File: src/rtl/decode_queue_if.sv
// rtl/decode_queue_if.sv - decode result type and decode/dispatch queue interface
package decode_queue_pkg;
  typedef struct packed {
    logic        is_valid;
    logic [31:0] pc;
    logic [31:0] inst;
  } decode_result_t;
endpackage

interface decode_queue_if #(
  parameter int DEPTH = 8,
  parameter int PTR_W = $clog2(DEPTH)
);
  import decode_queue_pkg::*;

  decode_result_t [1:0] in_decoded;
  logic                 in_ready;
  decode_result_t [1:0] out_decoded;
  logic [1:0]           out_accept;
  logic [PTR_W:0]       count;

  modport master (
    output in_decoded, out_accept,
    input  in_ready, out_decoded, count
  );

  modport slave (
    input  in_decoded, out_accept,
    output in_ready, out_decoded, count
  );
endinterface

File: src/rtl/decode_queue.sv
// rtl/decode_queue.sv - two-wide in-order decode-to-dispatch queue
module decode_queue
  import decode_queue_pkg::*;
#(
  parameter int DEPTH = 8,
  parameter int PTR_W = $clog2(DEPTH)
) (
  input  logic           clk,
  input  logic           reset,
  input  logic           flush,
  decode_queue_if.slave  q
);

  localparam logic [PTR_W:0] ROOM2 = (PTR_W+1)'(DEPTH - 2);
  localparam logic [PTR_W:0] ONE   = (PTR_W+1)'(1);

  decode_result_t mem [DEPTH];
  logic [PTR_W-1:0] rd_ptr, wr_ptr;
  logic [PTR_W:0]   count;

  logic push0, push1, pop0, pop1;
  logic [PTR_W:0] n_push, n_pop;
  decode_result_t out0, out1;
  decode_result_t push1_data;

  // in_ready looks only at the registered count, never at this cycle's pops
  assign q.in_ready = (count <= ROOM2);
  assign q.count    = count;

  assign push0  = q.in_ready & q.in_decoded[0].is_valid;
  assign push1  = q.in_ready & q.in_decoded[1].is_valid;
  assign n_push = (PTR_W+1)'(push0) + (PTR_W+1)'(push1);

  always_comb begin
    out0 = '0;
    out1 = '0;
    if (count != '0) begin
      out0          = mem[rd_ptr];
      out0.is_valid = 1'b1;
    end
    if (count > ONE) begin
      out1          = mem[rd_ptr + PTR_W'(1)];
      out1.is_valid = 1'b1;
    end
  end

  assign q.out_decoded[0] = out0;
  assign q.out_decoded[1] = out1;

  // slot 1 can only retire together with slot 0
  assign pop0  = out0.is_valid & q.out_accept[0];
  assign pop1  = pop0 & out1.is_valid & q.out_accept[1];
  assign n_pop = (PTR_W+1)'(pop0) + (PTR_W+1)'(pop1);

  assign push1_data = q.in_decoded[1];

  // lone slot-1 input is compacted down to wr_ptr
  always_ff @(posedge clk) begin
    if (!flush) begin
      if (push0) begin
        mem[wr_ptr] <= q.in_decoded[0];
      end
      if (push1) begin
        mem[wr_ptr + PTR_W'(push0)] <= push1_data;
      end
    end
  end

  always_ff @(posedge clk or posedge reset) begin
    if (reset) begin
      rd_ptr <= '0;
      wr_ptr <= '0;
      count  <= '0;
    end else if (flush) begin
      rd_ptr <= '0;
      wr_ptr <= '0;
      count  <= '0;
    end else begin
      rd_ptr <= rd_ptr + n_pop[PTR_W-1:0];
      wr_ptr <= wr_ptr + n_push[PTR_W-1:0];
      count  <= count + n_push - n_pop;
    end
  end

  a_count_range: assert property (@(posedge clk) disable iff (reset)
    count <= (PTR_W+1)'(DEPTH));

endmodule

File: src/flat_wrapper.sv
// flat-port wrapper written by rule: the top's interface ports become plain ports
module decode_queue_flat import decode_queue_pkg::*;
#(
  parameter int DEPTH = 8,
  parameter int PTR_W = $clog2(DEPTH)
)
  (clk, reset, flush, q_in_decoded, q_out_accept, q_in_ready, q_out_decoded, q_count);
  decode_queue_if #(.DEPTH(DEPTH), .PTR_W(PTR_W)) q_i ();
  input  logic clk;
  input  logic reset;
  input  logic flush;
  input wire logic [$bits(q_i.in_decoded)-1:0] q_in_decoded;
  input wire logic [$bits(q_i.out_accept)-1:0] q_out_accept;
  output wire logic [$bits(q_i.in_ready)-1:0] q_in_ready;
  output wire logic [$bits(q_i.out_decoded)-1:0] q_out_decoded;
  output wire logic [$bits(q_i.count)-1:0] q_count;
  assign q_i.in_decoded = q_in_decoded;
  assign q_i.out_accept = q_out_accept;
  assign q_in_ready = q_i.in_ready;
  assign q_out_decoded = q_i.out_decoded;
  assign q_count = q_i.count;
  decode_queue #(.DEPTH(DEPTH), .PTR_W(PTR_W)) u_core (.clk(clk), .reset(reset), .flush(flush), .q(q_i));
endmodule
File: config.mk
export PLATFORM = sky130hd
export DESIGN_NAME = decode_queue_flat
export DESIGN_NICKNAME = d
export VERILOG_FILES = /design/src/rtl/decode_queue_if.sv /design/src/rtl/decode_queue.sv /design/src/flat_wrapper.sv
export SDC_FILE = /design/constraint.sdc
export NUM_CORES = 1
export LEC_CHECK = 0
export BUFFER_PORTS_ARGS = -buffer_cell sky130_fd_sc_hd__buf_4
export CAP_MARGIN = 10
export CORE_AREA = 10 10 242 302
export DETAILED_ROUTE_END_ITERATION = 8
export DIE_AREA = 0 0 252 312
export GPL_TIMING_DRIVEN = 0
export PLACE_DENSITY = 0.71
export SLEW_MARGIN = 25
export SYNTH_ARGS = -nofsm -noshare
export SYNTH_HDL_FRONTEND = slang
export SYNTH_SLANG_ARGS = --single-unit
File: constraint.sdc
create_clock -name clk -period 12.67 [get_ports clk]
set_input_delay 0 -clock clk [delete_from_list [all_inputs] [get_ports clk]]
set_output_delay 0 -clock clk [all_outputs]
set_load 0.01 [all_outputs]
==> flow_summary.toml <==
[status]
status = "finished clean"

[cells_and_area]
drive_above_1_share = 0.484
area_growth_pct = 26.0
fin_nets = 2361
fin_area_um2 = 37800
fillers = 5346

[flow_run]
maxCapViolCount = 0

[critical_path]
crit_type = "flop to flop"
r2r_start = "u_core.q.count[3]"
crit_path_start_kind = "flop"
rr_endpoint = "u_core.mem[0][31]"
cp.required_ps = 13000
r2r_cells = 14
slowest_stage = "or4b_4"
crit_buf_inv = 6
arrival_ps = 4550
critPathMaxStageDelay_ps = 540
crit_chain = "inv_1, ha_1, a21bo_2, and3_1, ha_1, ha_1, or4b_4, nor4_4, buf_6, buf_6, o21bai_4, buf_16, buf_16, buf_16"
reg2reg_setup_slack_ps = 8450
crit_path_end_kind = "flop"
critPathMaxFanout = 16
critPathTopFamily = "buffers and inverters"

[drt]
dr_wl_met2_um = 50800
wl_per_cell_um = 31.5
drtIter0Drc = 1912
first_pass_iters = 6
avgViaCountPerCell = 6.30
maxUsedRoutingLayer = "met5"
met3WireLength_um = 7670
routedLengthMet1_um = 36900
vias = 19700
drc = 0
drt_wl_total_um = 98600
antenna_left = 0

[logic_synthesis]
syn-cell-area_um2 = 30000
syn_nets = 1805
yosysUniqueCellTypes = 37
ys_warn_count = 0
yosysSeqAreaShare = 0.521
synth_edf_count = 512
synth_commonest_cells = "edfxtp_1 (512), mux2_2 (334), mux4_2 (256)"
synth.avg_cell_area_um2 = 18.1
synth.top_cell.area_share = 0.513
yosysMostFrequentCell = "edfxtp_1"
synth_area_leaders = "edfxtp_1 (51%), mux4_2 (19%), mux2_2 (13%)"
ys_async_sr_fraction = 0.0192
synth_top_cell_by_area = "edfxtp_1"
synth_flop_cell = "edfxtp_1"
postSynthCellCount = 1653
ys_ff_latch = 522

[min_path]
worstHoldPathCells = 5
hold_end = "u_core.rd_ptr[0]"
hp-class = "input pin to flop"
holdCritStartpoint = "q_out_accept[0]"

[floorplanning]
die_w_um = 252
dieArea_um2 = 78600
initial_core_util = 0.444
core-area_um2 = 67500
pin_count = 270
rows = 107
fp.dieH_um = 312

[sta]
hold_viol_final = 0
tightest_slew_ps = 1020
fin_skew_ps = 60.0
slew_headroom = 0.317
setup_slack_ps = 8450
slew_violations = 0
finalSetupViolations = 0
period_minus_slack_ps = 4220
rsz0062_at_grt = "no"
tns_ps = 0
fmax_ghz = 0.237
fin_crit_sh = 0.333

[placed_design]
gp_congestion = 0.813
dpl_cell_area_um2 = 34200
io_buffers = 269
dp_slack_ps = 8440
post-dp-hpwl_um = 66500

[cts]
numClockSinks = 522
holdBufCountCts = 195
cts_tree = "done"
cts_buffers = 53
htreeDepth = 2
insertion_delay_ps = 650
post-cts-setup-buffers = 0
cts.clk_slew.worst_paths_ps = 60
cts_resized = 0
clockRootBuffer = "clkbuf_16"
clk_path_buf_depth = 3

[power_and_ir_drop]
p_per_area_nw_per_um2 = 203
ir_worst_vdd_uv = 139
leakage_nw = 12.9

[global_routing]
grt_max_degree = 18
grt_remaining_overflow = 0
grt_usage = 0.247
grt_pass1_vias = 21500
grt_pass1_wl_um = 144000
grt_antenna_before_repair = 9
## how the worst max path moves through the flow
stage                       from                 to  slack (ps)  depth (start not counted)
4_1_cts        u_core.q.count[3]  u_core.mem[0][25]        8470                         14
2_1_floorplan  u_core.q.count[3]   u_core.mem[4][0]        7930                         11
3_5_place_dp   u_core.q.count[3]  u_core.mem[0][15]        8440                         14
3_3_place_gp   u_core.q.count[3]  u_core.mem[1][30]        3890                          5
5_1_grt        u_core.q.count[3]  u_core.mem[1][30]        8270                         14
6_report       u_core.q.count[3]  u_core.mem[0][31]        8450                         14
## kinds of logic after synthesis
logic type / count (synthesis) / synth area share
fa+ha+maj: 17 / 0.00809
simple gates: 43 / 0.0111
flops: 522 / 0.521
mux: 769 / 0.385
buf+inv: 155 / 0.0320
compound gates: 141 / 0.0409
xor+xnor: 6 / 0.00200
## through the flow
stage	hold slack, ps	util	instances	power [mW]
after floorplan	-160	-	1653	4.47
after detailed placement	28.9	0.506	2831	6.07
final	102	0.560	3133	7.66
after CTS	101	0.560	3125	7.69
after global placement	17.7	0.491	2794	5.96
after global routing	140	0.560	3130	7.94
## power by group
group / internal [mW] / total [mW] / switching [mW]
clock network: 0.847 / 1.55 / 0.704
registers: 2.15 / 2.24 / 0.0950
logic: 1.90 / 3.87 / 1.97
## final cells by class
cell class                      count  area [um^2]  share of cell area
Sequential cell                   522        15600               0.413
Multi-Input combinational cell    976        13500               0.357
Timing Repair Buffer              501         4930               0.130
Clock buffer                       69         1410              0.0372
Tap cell                          872         1090              0.0289
Buffer                            141          908              0.0240
Clock inverter                     30          258             0.00682
Inverter                           14         52.6             0.00139
Antenna cell                        8         20.0            0.000530
## worst register-to-register path, cell delays in order (launching register included)
cell      delay [ps]
dfrtp_1          400
inv_1             80
ha_1             250
a21bo_2          260
and3_1           200
ha_1             200
ha_1             320
or4b_4           540
nor4_4           200
buf_6            260
buf_6            220
o21bai_4         390
buf_16           250
buf_16           190
buf_16           200
## routing by layer
metal / global-route usage / vias to the layer above
met2: 0.431 / 1002
met4: 0.0866 / 4
met5: 0 / -
met1: 0.301 / 10400
li1: - / 8175
met3: 0.0471 / 210
## flip-flops by register name, summed over array words and instances, names as in the netlist
name            flops
u_core.mem        512
u_core.wr_ptr       3
u_core.q.count      4
u_core.rd_ptr       3
## placed cells by master (no fill, tap or decap), types with 12 or more instances in the layout
| master | synthesis | routed |
|---|---|---|
| mux2_1 | 179 | 179 |
| clkbuf_16 | 0 | 53 |
| mux2_2 | 334 | 334 |
| buf_6 | 28 | 29 |
| clkinv_2 | 0 | 12 |
| ha_1 | 13 | 13 |
| edfxtp_1 | 512 | 512 |
| dlygate4sd3_1 | 0 | 195 |
| mux4_2 | 256 | 256 |
| a22o_1 | 128 | 128 |
| buf_4 | 17 | 286 |
| buf_16 | 0 | 32 |
| clkbuf_1 | 45 | 58 |
| inv_1 | 14 | 14 |
| buf_2 | 47 | 47 |
Note: power is estimated with default switching activity, not from simulation.
